<file path="src/rtl/screen_sequencer.sv">
// End-of-round display sequencer: fades the game picture out, shows the winner screen,
// waits for start, then fades back into a freshly reset game.
module screen_sequencer #(
    parameter int FADE_STEP_FRAMES = 1,
    parameter int HOLD_FRAMES      = 120
) (
    input  logic        vga_clk,
    input  logic        reset_n,
    input  logic        vsync,
    input  logic        blank,
    input  logic        p1_dead,
    input  logic        p2_dead,
    input  logic        start,
    input  logic [11:0] game_rgb,
    input  logic [11:0] p1win_rgb,
    input  logic [11:0] p2win_rgb,
    output logic [3:0]  red,
    output logic [3:0]  green,
    output logic [3:0]  blue,
    output logic        game_freeze,
    output logic        game_reset,
    output logic [1:0]  winner
);

    localparam int STEP_W = (FADE_STEP_FRAMES > 1) ? $clog2(FADE_STEP_FRAMES) : 1;
    localparam int HOLD_W = (HOLD_FRAMES > 1) ? $clog2(HOLD_FRAMES) : 1;
    localparam logic [STEP_W-1:0] STEP_LAST = STEP_W'(FADE_STEP_FRAMES - 1);
    localparam logic [HOLD_W-1:0] HOLD_LAST = HOLD_W'(HOLD_FRAMES - 1);
    localparam logic [4:0] B_FULL = 5'd16;

    typedef enum logic [2:0] {
        PLAY, FADE_OUT_GAME, FADE_IN_WIN, WIN_HOLD, WIN_WAIT, FADE_OUT_WIN, FADE_IN_GAME
    } state_t;

    state_t              state, next_state;
    logic [4:0]          bright;
    logic [STEP_W-1:0]   step_cnt;
    logic [HOLD_W-1:0]   hold_cnt;
    logic                vsync_p0;
    logic                frame_tick, step, hold_done, state_chg;
    logic                fade_dn, fade_up;
    logic [11:0]         src_rgb;

    // (c * b) >> 4 with b in 0..16; the product never exceeds 8 bits
    function automatic logic [3:0] scale(input logic [3:0] c, input logic [4:0] b);
        logic [8:0] p;
        p = {5'd0, c} * {4'd0, b};
        return 4'(p >> 4);
    endfunction

    assign frame_tick = vsync_p0 & ~vsync;
    assign step       = frame_tick && (step_cnt == STEP_LAST);
    assign hold_done  = frame_tick && (hold_cnt == HOLD_LAST);
    assign state_chg  = (next_state != state);

    always_comb begin
        next_state = state;
        case (state)
            PLAY:          if (p1_dead || p2_dead) next_state = FADE_OUT_GAME;
            FADE_OUT_GAME: if (bright == 5'd0)     next_state = FADE_IN_WIN;
            FADE_IN_WIN:   if (bright == B_FULL)   next_state = WIN_HOLD;
            WIN_HOLD:      if (hold_done)          next_state = WIN_WAIT;
            WIN_WAIT:      if (start)              next_state = FADE_OUT_WIN;
            FADE_OUT_WIN:  if (bright == 5'd0)     next_state = FADE_IN_GAME;
            FADE_IN_GAME:  if (bright == B_FULL)   next_state = PLAY;
            default:                               next_state = PLAY;
        endcase
    end

    always_comb begin
        fade_dn = (state == FADE_OUT_GAME) || (state == FADE_OUT_WIN);
        fade_up = (state == FADE_IN_WIN) || (state == FADE_IN_GAME);
        src_rgb = game_rgb;
        if (state == FADE_IN_WIN || state == WIN_HOLD || state == WIN_WAIT ||
            state == FADE_OUT_WIN) begin
            case (winner)
                2'b01:   src_rgb = p1win_rgb;
                2'b10:   src_rgb = p2win_rgb;
                default: src_rgb = 12'h000;
            endcase
        end
    end

    always_ff @(posedge vga_clk or negedge reset_n) begin
        if (!reset_n) begin
            state       <= PLAY;
            bright      <= B_FULL;
            step_cnt    <= '0;
            hold_cnt    <= '0;
            vsync_p0    <= 1'b1;
            winner      <= 2'b00;
            game_freeze <= 1'b0;
            game_reset  <= 1'b0;
        end else begin
            state       <= next_state;
            vsync_p0    <= vsync;
            game_freeze <= (next_state != PLAY);
            game_reset  <= (state == FADE_OUT_WIN) && (next_state == FADE_IN_GAME);

            if (state_chg || step)  step_cnt <= '0;
            else if (frame_tick)    step_cnt <= step_cnt + 1'b1;

            if (state_chg || hold_done)                  hold_cnt <= '0;
            else if (frame_tick && state == WIN_HOLD)    hold_cnt <= hold_cnt + 1'b1;

            if (fade_dn && step && bright != 5'd0)        bright <= bright - 5'd1;
            else if (fade_up && step && bright != B_FULL) bright <= bright + 5'd1;

            // dead flags map to the surviving player: {p1_dead,p2_dead} is the winner code
            if (state == PLAY && next_state == FADE_OUT_GAME)
                winner <= {p1_dead, p2_dead};
            else if (state == FADE_OUT_WIN && next_state == FADE_IN_GAME)
                winner <= 2'b00;
        end
    end

    // output stage: one clock after source pixel and blank
    always_ff @(posedge vga_clk or negedge reset_n) begin
        if (!reset_n) begin
            red   <= 4'h0;
            green <= 4'h0;
            blue  <= 4'h0;
        end else begin
            red   <= blank ? scale(src_rgb[11:8], bright) : 4'h0;
            green <= blank ? scale(src_rgb[7:4],  bright) : 4'h0;
            blue  <= blank ? scale(src_rgb[3:0],  bright) : 4'h0;
        end
    end

endmodule
</file>
<file path="config.mk">
export PLATFORM = sky130hd
export DESIGN_NAME = screen_sequencer
export DESIGN_NICKNAME = d
export VERILOG_FILES = /design/src/rtl/screen_sequencer.sv
export SDC_FILE = /design/constraint.sdc
export NUM_CORES = 1
export LEC_CHECK = 0
export CAP_MARGIN = 20
export CORE_MARGIN = 2
export CORE_UTILIZATION = 42
export DETAILED_ROUTE_END_ITERATION = 8
export PLACE_DENSITY = 0.66
export SLEW_MARGIN = 20
export SYNTH_ARGS = -nofsm -noshare
export SYNTH_HDL_FRONTEND = slang
export SYNTH_SLANG_ARGS = --single-unit
export TNS_END_PERCENT = 10
</file>
<file path="constraint.sdc">
create_clock -name vga_clk -period 4.2 [get_ports vga_clk]
set_clock_uncertainty 0.1 [all_clocks]
set_input_delay 0.84 -clock vga_clk [delete_from_list [all_inputs] [get_ports vga_clk]]
set_output_delay 0.84 -clock vga_clk [all_outputs]
set_load 0.01 [all_outputs]
</file>
* Word level (Yosys, flattened, before mapping) *
Index checks and enable logic that the tools add are counted.

operators by class
  bitwise logic cells = 3
  multipliers = 3
  reduce and logical (&&, ||, !) cells = 25
  multiplexer cells = 21
  add/subtract/negate cells = 4
  equality and inequality tests = 14

operators with widths
  cell                   number
  $mul A4 B5 Y8          3
  $pmux W12 S2           1
  $mux W3                7
  $pmux W3 S7            1
  $mux W7                2
  $eq A3 B3 Y1 const B   4
  $mux W12               1
  $mux W4                3
  $mux W5                2
  $logic_and A1 B1 Y1    9
  $logic_or A1 B1 Y1     8
  $reduce_bool A2 Y1     4
  $add A7 B1 Y7 const B  1
  $eq A7 B7 Y1 const B   1
  $eq A3 B1 Y1 const B   2
  $eq A3 B2 Y1 const B   2
  $add A5 B1 Y5 const B  1
  $eq A5 B5 Y1 const B   1
  $logic_not A5 Y1       1
  $ne A5 B5 Y1 const B   1
  $reduce_bool A5 Y1     1
  $sub A5 B1 Y5 const B  1
  $mux W2                2
  $logic_not A3 Y1       1
  8 further kinds        10

word-level totals
  logic and storage cells = 81
  bits of input ports = 43
  flip-flop bits (word level) = 33
  output and inout port bits = 16

* Depth between registers and ports, before layout *
Gate-level depths: netlist of run 1.

  depth after elaboration = 9
  gate-level depth with buffers = 18
  depth with buffers taken out = 16

* Worst setup path before layout of run 1 *
OpenSTA, ideal clock, no wires.

  path kind = flip-flop to flip-flop
  start point = register winner[0]
  end point = register blue[3]
  stages on the path, launching flop included = 16
  period minus slack after synthesis = 3.861 ns
  path slack = 0.339 ns
  data arrival time = 3.682 ns
  buffers on the path = 1
  setup time = 0.079 ns
  required time = 4.021 ns
  cell sequence = dfrtp_1 inv_1 ha_1 clkbuf_1 or3_1 nand2_1 nand2_1 fa_1 fa_1 inv_1 ha_1 nor2_1 o2bb2ai_1 a31oi_4 a31oi_1 mux2i_1

on the way
  longest elaborated chain between the ends = 5
  elaborated cells between the ends (all ways) = 6
  classes of those cells = mul (1); eq/ne (2); mux (3)

RTL lines
  element                                              line  text
  from (decl)                                          22    output logic [1:0] winner
  from (signal assigned)                               111   winner <= {p1_dead, p2_dead};
  $eq A2 B2 Y1 / $eq A2 B1 Y1 (equally long branches)  76    case (winner)
  $pmux W12 S2 *                                       76
  $mux W12 *                                           74    if (state == FADE_IN_WIN || state == WIN_HOLD || state == WIN_WAIT ||
  $mul A4 B5 Y8 *                                      47    p = {5'd0, c} * {4'd0, b};
  $mux W4 *                                            126   blue <= blank ? scale(src_rgb[3:0], bright) : 4'h0;
  to (signal assigned)                                 126
  to (decl)                                            19    output logic [3:0] blue,

Mark *: on every way between the ends. The rest lies on a longest branch, timed or not.
A chain may end at the register's enable or synchronous reset.

* Final worst setup path of run 1 *
  start point = input p2win_rgb[3]
  end point = register blue[1]

on the way
  longest elaborated chain between the ends = 4

RTL lines
  element        line  text
  from (decl)    16    input logic [11:0] p2win_rgb,
  $pmux W12 S2   76
  $mux W12       74
  $mul A4 B5 Y8  47
  $mux W4        126

Every way passes these cells.

==> results of run 1 <==
-- cells in the final DEF (no fill, tap or decap), types with 8 or more instances in the layout --
master / synthesis / final
a22oi_1: 9 / 9
xor2_1: 9 / 9
a21oi_1: 20 / 19
ha_1: 33 / 32
mux2i_1: 8 / 8
o21ai_0: 13 / 12
nor2b_1: 10 / 10
nand2_1: 52 / 51
buf_4: 3 / 34
dfrtp_1: 31 / 31
nor2_1: 20 / 20
nor3_1: 12 / 12
inv_1: 33 / 33
and2_1: 12 / 12
nand2b_1: 11 / 11
clkdlybuf4s50_1: 0 / 58
fa_1: 16 / 16
-- registers in the layout, indices dropped and copies added (netlist names) --
signal	cells
vsync_p0	1
game_freeze	1
winner	2
bright	5
green	4
game_reset	1
state	3
step_cnt	1
red	4
hold_cnt	7
blue	4
-- metal layers --
metal  vias up  share of wire, %
met3        10               4.4
met4         0               1.3
li1       1523                 -
met1      1465                46
met2        66                48
met5         -                 0
-- worst max-delay path: cells and delay by family --
family	cells	cell delay, ps
and+or+nand+nor	5	760
adders and majority gates	3	1310
xor gates and xnor gates	1	100
AOI/OAI and AO/OA	3	460
buffers and inverters	3	640
-- area by class of cell --
| type | count | area, um^2 |
|---|---|---|
| multi-input combinational | 308 | 2410 |
| fill | 715 | 3380 |
| tap | 102 | 128 |
| clock buffer | 5 | 68.8 |
| inverter | 33 | 124 |
| sequential | 33 | 828 |
| timing repair buffer | 93 | 856 |
| clock inverter | 3 | 17.5 |
-- where the power goes --
group	switching, mW	leakage (nW)	internal, mW	total [mW]
clock network	0.130	0.0439	0.114	0.244
registers	0.110	0.418	0.369	0.480
logic	0.231	1.63	0.238	0.469
-- worst max-delay path by stage --
stage                     slack, ps    startpoint  cells past startpoint        to
after floorplan                 340     winner[0]                     15   blue[3]
after global placement         -170  p2win_rgb[7]                     14  green[3]
after detailed placement       -230  p2win_rgb[3]                     15   blue[1]
after CTS                        20     winner[0]                     15   blue[1]
after global routing            -40  p2win_rgb[2]                     15   blue[1]
final                           140  p2win_rgb[3]                     15   blue[1]
-- logic make-up (layout without fill, tap and decap cells) --
logic type / count (synthesis) / in the layout
adder cells (fa/ha/maj): 49 / 49
buffers and inverters: 52 / 134
AO/OA/AOI/OAI: 80 / 80
flip-flops: 33 / 33
XOR/XNOR: 17 / 17
multiplexers: 10 / 10
AND/OR/NAND/NOR: 152 / 152
-- through the flow --
stage | TNS [ps] | instances
6_report | 0 | 577
4_1_cts | 0 | 577
3_5_place_dp | -1480 | 569
5_1_grt | -49.9 | 577
2_1_floorplan | 0 | 393
3_3_place_gp | -691 | 569
==> run_results.csv, run 1 <==
group,metric,value,unit
sta,worst_hold_slack,439,ps
worst_setup_path,worstSetupPathType,"input port to register",
sta,layout_min_cycle_time,4060,ps
worst_setup_path,cp_max_fo,3,
floorplanning,core-area,0.00781,mm^2
clocking,cts_resized,0,
global_route,grt_start_max_net_pins,34,
finish,final_core_util,56.7,%
worst_setup_path,r2r_slack,220,ps
routing,dr.pass1.iters,4,
clocking,htreeDepth,2,
routing,dr.first_iter.drc_count,98,
routing,drcViolationCount,0,
global_route,antenna_found_initial,0,
synth,synth_top_cell_area_share,22.8,%
clocking,cts_buffer_depth,2,
place,pre_cts_slack,-228,ps
sta,hold_viol_final,0,
synth,synth_adder_area_share,21.5,%
min_path,hold_depth,2,
power_and_ir_drop,power,1.19,mW
global_route,gr-total-overflow,0,
synth,synth_top_flop_cell,"dfrtp_1",
sta,timing.slew.headroom,53.5,%
sta,max_freq,247,MHz
sta,maxSlewViolCount,0,
sta,worst_slew_pin_slew,691,ps
power_and_ir_drop,leakagePower,2.09,nW
worst_setup_path,slowest_delay,550,ps
synth,synth-simple-area-share,23.1,%
clocking,cts.clk_slew.worst_paths,70,ps
synth,synth_edf_count,0,
synth,yosys.area.top_type,"dfrtp_1",
finish,area_delta_synth_final,30.0,%
place,hpwl,6620,um
min_path,hold_path_end,"hold_cnt[6]",
floorplanning,placementRows,32,
synth,synth_seq_cells,33,
clocking,cts_tree,"built",
worst_setup_path,critPathSlowestCell,"fa_1",
synth,synth_top_family_by_area,"simple AND/OR/NAND/NOR gates",
sta,rsz0062_at_grt,"yes",
clocking,cts-root-buf,"clkbuf_8",
routing,wl_per_cell,15.2,um
routing,antenna_left,0,
power_and_ir_drop,p_per_area,269,mW/mm^2
clocking,numCtsBuffers,5,
clocking,cts_hold_buf,0,
floorplanning,die-width,94.1,um
clocking,post_cts_buffers,0,
synth,yosys.area_share.xor_xnor,4.59,%
sta,setup_slack,144,ps
global_route,top_usage_layer,"met2",
flow_run,max-cap-violations,0,
synth,yosys_warnings,0,
synth,synthDistinctLibCells,50,
worst_setup_path,cp_data_arrival_time,4130,ps
min_path,hold_start,"hold_cnt[6]",
routing,routed-via-count,3064,
worst_setup_path,ff2ff_path_depth,17,
synth,avgSynthCellArea,8.67,um^2
finish,stdcell_area,0.00443,mm^2
worst_setup_path,path_cells,"clkdlybuf4s50_1 > a22oi_1 > or3_1 > nand2_1 > nand2_1 > fa_1 > fa_1 > inv_1 > ha_1 > nand4_1 > o2bb2ai_2 > a31oi_4 > buf_4 > xnor2_1 > nor2_1",
sta,timing.final.crit_share,96.6,%
synth,synth.top_cells.by_count,"52 x nand2_1, 33 x ha_1, 33 x inv_1",
routing,detail_route.wirelength,8760,um
finish,fin_nets,566,
synth,yosysMostFrequentCell,"nand2_1",
synth,syn_inst,393,
floorplanning,dieArea,0.00885,mm^2
sta,setup_viol,0,
worst_setup_path,endpoint_kind,"register",
worst_setup_path,reg2reg_to,"blue[1]",
synth,syn_nets,485,
place,gp_congestion,0.889,
worst_setup_path,cp-start-kind,"input port",
synth,synth_compound_area_share,17.1,%
worst_setup_path,r2r_start,"winner[0]",
global_route,met3_usage,3.69,%
synth,async_flop_share,100,%
floorplanning,die_y,94.1,um
clocking,cts.sinks,33,
worst_setup_path,cp_data_required_time,4270,ps
outcome,status,"finished clean",
power_and_ir_drop,vdd_drop_max,0.228,mV
global_route,grt_use_met2,36.5,%
clocking,worst_skew_pair.late_latency,300,ps
synth,synth_mux_area_share,3.01,%
finish,drive_gt1_share,13.7,%
min_path,hold_class,"register to register",
place,placed_cell_area,0.00430,mm^2
synth,synth_area_leaders,"dfrtp_1 23%, ha_1 12%, fa_1 9.4%",
place,port_buffers,58,
finish,antenna_cells,0,
routing,viasPerCell,5.31,
synth,ys_seq_area_share,24.3,%
global_route,grt_usage,21.3,%
synth,synth_area,0.00341,mm^2
global_route,use_met1,27.9,%
global_route,grt_pass1_vias,3174,
floorplanning,ios,59,
floorplanning,initial_core_util,43.6,%
global_route,grt_pass1_wl,14800,um
No activity file was read; power rests on OpenSTA's default activity.
==> inputs of run 2 (changes only) <==
- SETUP_SLACK_MARGIN: not set -> 0.4
==> run 2 against run 1 <==
Clock power barely moved; die area did not move; core utilization rose by 3.2 points; maximum frequency rose by 5.7%; sequential power rose by 3%; sequential share of layout area fell by 1.0 points; via count rose by 3.2%; critical path type is now register to register; final cell count rose by 2.4%.
==> run_results.csv, run 2 (synthesized netlist as in run 1, its figures left out) <==
group,metric,value,unit
outcome,status,"finished clean",
clocking,cts_hold_buf,0,
routing,detail_route.wirelength,9230,um
place,gp_congestion,0.883,
sta,max_freq,261,MHz
finish,final_cells,591,
sta,setup_tns,0,ps
floorplanning,die_y,94.1,um
finish,drive_gt1_share,21.3,%
power_and_ir_drop,leakagePower,2.24,nW
finish,mostFrequentLayoutCells,"50 x nand2_1, 45 x buf_4, 40 x clkdlybuf4s50_1",
clocking,cts_tree,"built",
routing,wl_per_cell,15.6,um
flow_run,max-cap-violations,0,
clocking,numCtsBuffers,5,
global_route,gr-total-overflow,0,
routing,drcViolationCount,0,
global_route,grt_usage,22.0,%
place,hpwl,6530,um
sta,worst_hold_slack,445,ps
min_path,hold_class,"register to register",
finish,stdcell_area,0.00468,mm^2
floorplanning,die-width,94.1,um
worst_setup_path,cp_max_fo,6,
finish,antenna_cells,0,
power_and_ir_drop,seq_power_share,39.8,%
routing,dr.pass1.iters,4,
worst_setup_path,cp-start-kind,"register",
worst_setup_path,path_common_cell,"fa_1",
finish,register_area,828,um^2
sta,timing.slew.headroom,50.9,%
floorplanning,ios,59,
floorplanning,initial_core_util,43.6,%
power_and_ir_drop,power,1.24,mW
worst_setup_path,path_cells,"inv_2 > ha_4 > clkbuf_4 > a22oi_2 > nor3_2 > a21oi_2 > nand2b_4 > fa_1 > fa_1 > inv_1 > ha_1 > nand4_1 > o2bb2ai_2 > a31oi_4 > a31oi_2 > mux2i_1",
global_route,grt_pass1_wl,15400,um
sta,hold_viol_final,0,
worst_setup_path,endpoint_kind,"register",
finish,fin_nets,580,
sta,rsz0062_at_grt,"yes",
power_and_ir_drop,power.switching,0.492,mW
power_and_ir_drop,switching_share,39.8,%
clocking,cts_buffer_depth,2,
worst_setup_path,cp_data_required_time,4290,ps
finish,fillerInstances,706,
routing,routed-via-count,3163,
place,pre_cts_slack,-213,ps
clocking,worst_skew_pair.late_latency,300,ps
sta,layout_min_cycle_time,3840,ps
routing,viasPerCell,5.35,
worst_setup_path,slowest_delay,560,ps
clocking,cts.clk_slew.worst_paths,80,ps
place,port_buffers,58,
floorplanning,core-area,0.00781,mm^2
sta,setup_slack,362,ps
worst_setup_path,critPathSlowestCell,"fa_1",
clocking,cts.sinks,33,
sta,worst_slew_pin_slew,730,ps
clocking,htreeDepth,2,
place,placed_cell_area,0.00427,mm^2
finish,reg_top3,"hold_cnt (7), bright (5)",
finish,largest_register_ffs,7,
power_and_ir_drop,p_int,0.744,mW
sta,setup_viol,0,
sta,maxSlewViolCount,0,
finish,top_register,"hold_cnt",
power_and_ir_drop,p_per_area,264,mW/mm^2
power_and_ir_drop,vdd_drop_max,0.174,mV
finish,area_delta_synth_final,37.3,%
clocking,cts-root-buf,"clkbuf_8",
finish,final_common_cell,"nand2_1",
power_and_ir_drop,p_clk_share,19.6,%
finish,multi_input_area,0.00256,mm^2
sta,timing.final.crit_share,91.4,%
place,placed_cells,565,
floorplanning,placementRows,32,
worst_setup_path,cp_data_arrival_time,3930,ps
worst_setup_path,worstSetupPathType,"register to register",
routing,dr.first_iter.drc_count,94,
global_route,grt_start_max_net_pins,34,
floorplanning,dieArea,0.00885,mm^2
global_route,grt_pass1_vias,3274,
routing,antenna_left,0,
finish,final_core_util,59.9,%
power_and_ir_drop,power_frac_comb,40.6,%
global_route,antenna_found_initial,0,
-- run 2: cell count changes in the layout (fill, tap and decap cells not counted), sizes merged --
cell / previous run / this run
clkdlybuf4s50: 58 / 40
dlygate4sd2: 0 / 16
buf: 35 / 48
clkbuf: 5 / 8
dlymetal6s2s: 0 / 2
clkinv: 2 / 1
clkinvlp: 1 / 0
-- run 2: worst max-delay path, delay by kind of cell (launching register included) --
| family | cells | cell delay, ps |
|---|---|---|
| fa+ha+maj | 4 | 1440 |
| compound gates | 5 | 940 |
| flops | 1 | 450 |
| simple gates | 3 | 380 |
| buf+inv | 3 | 300 |
| mux | 1 | 130 |
-- run 2: final timing paths --
check,cells after the start,from,slack [ps],to
worst max register to register,16,winner[1],360,blue[3]
min in group asynchronous,2,reset_n,850,red[0]
max in group asynchronous,2,reset_n,2790,bright[4]
worst min-delay path,1,step_cnt,450,step_cnt
worst min register to register,1,step_cnt,450,step_cnt
worst max-delay path,16,winner[1],360,blue[3]
-- run 2: layout make-up --
cell class	instances	area share, %
Clock buffer	7	1.63
Timing Repair Buffer	107	20.6
Clock inverter	1	0.107
Inverter	33	2.65
Multi-Input combinational cell	308	54.6
Sequential cell	33	17.7
Tap cell	102	2.73
-- run 2: metal layers --
metal	up-vias	GRT usage (%)	part of all wire [%]
met4	0	6.28	1.7
met3	13	3.69	4.6
met2	68	38.7	48
met1	1525	27.6	45
met5	-	0	0
li1	1557	-	-
-- run 2: repair_timing --
item	CTS	global route
pin swaps	33	11
endpoints found under the setup margin	12	12
buffers inserted	12	6
gates resized for setup	45	15
-- run 2: power groups by stage --
stage	registers, mW	logic [mW]	clock network, mW
floorplan	0.421	0.328	0
global placement	0.484	0.441	0
detailed placement	0.485	0.452	0
CTS	0.486	0.489	0.251
global route	0.504	0.568	0.264
finish	0.492	0.502	0.242
==> inputs of run 3 (changes only) <==
- CORE_MARGIN: 2 -> 10
==> run 3 against run 2 <==
Final area increased by 0.99%; non-clock buffer count increased by 3; final cell count increased by 0.51%; global-route usage decreased by 5.9 points; hold slack got worse by 5.4 ps; combinational power increased by 1%; register-to-register slack about the same; core utilization increased by 0.59 points; flip-flop and latch count unchanged; maximum frequency increased by 0.30%; sequential share of layout area decreased by 0.17 points; largest power group unchanged; highest routed layer unchanged.
==> run_results.csv, run 3 (synthesized netlist as in run 1, its figures left out) <==
group,metric,value,unit
place,gp_congestion,0.882,
clocking,worst_skew_pair.late_latency,290,ps
routing,drcViolationCount,0,
power_and_ir_drop,p_int,0.826,mW
sta,rsz0062_at_grt,"yes",
sta,setup_tns,0,ps
sta,hold_viol_final,0,
outcome,status,"finished clean",
floorplanning,core-area,0.00781,mm^2
power_and_ir_drop,p_per_area,280,mW/mm^2
power_and_ir_drop,vdd_drop_max,0.242,mV
min_path,hold_class,"register to register",
worst_setup_path,cp_max_fo,3,
clocking,cts-root-buf,"clkbuf_8",
clocking,cts.sinks,33,
worst_setup_path,r2r_start,"winner[0]",
clocking,cts.clk_slew.worst_paths,70,ps
floorplanning,dieArea,0.0121,mm^2
clocking,numCtsBuffers,5,
worst_setup_path,cp-startpoint,"winner[0]",
floorplanning,placementRows,32,
sta,setup_viol,0,
worst_setup_path,cp_data_required_time,4270,ps
sta,maxSlewViolCount,0,
finish,drive_gt1_share,21.7,%
global_route,grt_pass1_vias,3153,
finish,top_register,"hold_cnt",
power_and_ir_drop,leakagePower,2.28,nW
routing,dr.pass1.iters,4,
worst_setup_path,endpoint_kind,"register",
finish,stdcell_area,0.00473,mm^2
finish,mostFrequentLayoutCells,"47 x nand2_1, 47 x buf_4, 40 x clkdlybuf4s50_1",
power_and_ir_drop,power_frac_comb,38.4,%
finish,largest_register_ffs,7,
clocking,cts_tree,"built",
place,placed_cells,566,
sta,layout_min_cycle_time,3830,ps
place,placed_cell_area,0.00428,mm^2
sta,timing.final.crit_share,91.1,%
floorplanning,die_y,110,um
global_route,gr-total-overflow,0,
place,port_buffers,58,
clocking,htreeDepth,2,
worst_setup_path,cp_data_arrival_time,3900,ps
floorplanning,die-width,110,um
place,hpwl,6870,um
routing,viasPerCell,5.32,
power_and_ir_drop,p_clk_share,24.4,%
routing,wl_per_cell,16.1,um
finish,area_delta_synth_final,38.7,%
finish,fillerInstances,665,
routing,routed-via-count,3161,
global_route,antenna_found_initial,0,
global_route,grt_start_max_net_pins,34,
finish,fin_nets,583,
floorplanning,initial_core_util,43.6,%
min_path,hold_start,"hold_cnt[6]",
global_route,grt_pass1_wl,15700,um
clocking,cts_hold_buf,0,
worst_setup_path,worstSetupPathType,"register to register",
routing,antenna_left,0,
sta,max_freq,261,MHz
finish,antenna_cells,0,
sta,timing.slew.headroom,43.5,%
flow_run,max-cap-violations,0,
routing,detail_route.wirelength,9540,um
power_and_ir_drop,power.switching,0.498,mW
sta,worst_slew_pin_slew,840,ps
global_route,grt_usage,16.0,%
worst_setup_path,cp-start-kind,"register",
finish,final_cells,594,
power_and_ir_drop,switching_share,37.6,%
routing,dr.first_iter.drc_count,92,
power_and_ir_drop,seq_power_share,37.2,%
floorplanning,ios,59,
finish,reg_top3,"hold_cnt (7), bright (5)",
clocking,cts_buffer_depth,2,
[run 3: path summary, 6_finish.rpt]
check / to / slack, ps / cells after the start
max: green[3] / 370 / 16
min: hold_cnt[6] / 440 / 2
max reg2reg: green[3] / 370 / 16
min reg2reg: hold_cnt[6] / 440 / 2
max in group asynchronous: bright[4] / 2770 / 2
min in group asynchronous: red[0] / 860 / 2
[run 3: critical path: stages (launching register included)]
cell and delay, ps:
dfrtp_1 430, inv_2 100, ha_4 180, buf_6 120
a22oi_2 80, or3_4 380, nand2_2 80, nand2_1 70
fa_1 500, fa_1 510, inv_1 40, ha_1 270
nand4_1 150, o2bb2ai_2 210, a31oi_4 210, a31oi_2 130
mux2i_1 130
[run 3: metal layers]
layer  track usage [%]  share of wire [%]  vias up
li1                  -                  -     1567
met1              20.2                 45     1496
met2              27.3                 47       90
met3              3.25                7.0        8
met4              4.18                1.0        0
met5                 0                  0        -
[run 3: area by class of cell]
type / count / area (um^2) / area share (%)
inverter: 33 / 124 / 2.62
sequential: 33 / 828 / 17.5
clock inverter: 2 / 37.5 / 0.794
tap: 102 / 128 / 2.70
multi-input combinational: 308 / 2540 / 53.7
clock buffer: 6 / 82.6 / 1.75
timing repair buffer: 110 / 987 / 20.9
[run 3: power groups by stage]
stage	sequential, mW	clock (mW)	combinational [mW]
CTS	0.489	0.335	0.498
finish	0.493	0.323	0.508
detailed placement	0.489	0	0.458
global route	0.506	0.350	0.570
global placement	0.488	0	0.451
floorplan	0.421	0	0.328
[run 3: timing repair]
action | 4_1_cts | 5_1_grt
pin swaps | 30 | 14
setup endpoints to repair | 12 | 12
gates resized for setup | 47 | 12
setup buffers | 16 | 4
[run 3: stage by stage]
stage	setup WS [ps]	hold slack, ps	utilization, %	total power, mW
after floorplan	395	397	-	0.749
final	374	440	60.5	1.32
after detailed placement	-201	427	54.8	0.947
after global routing	222	480	60.5	1.43
after CTS	362	448	59.5	1.32
after global placement	-145	416	54.8	0.939
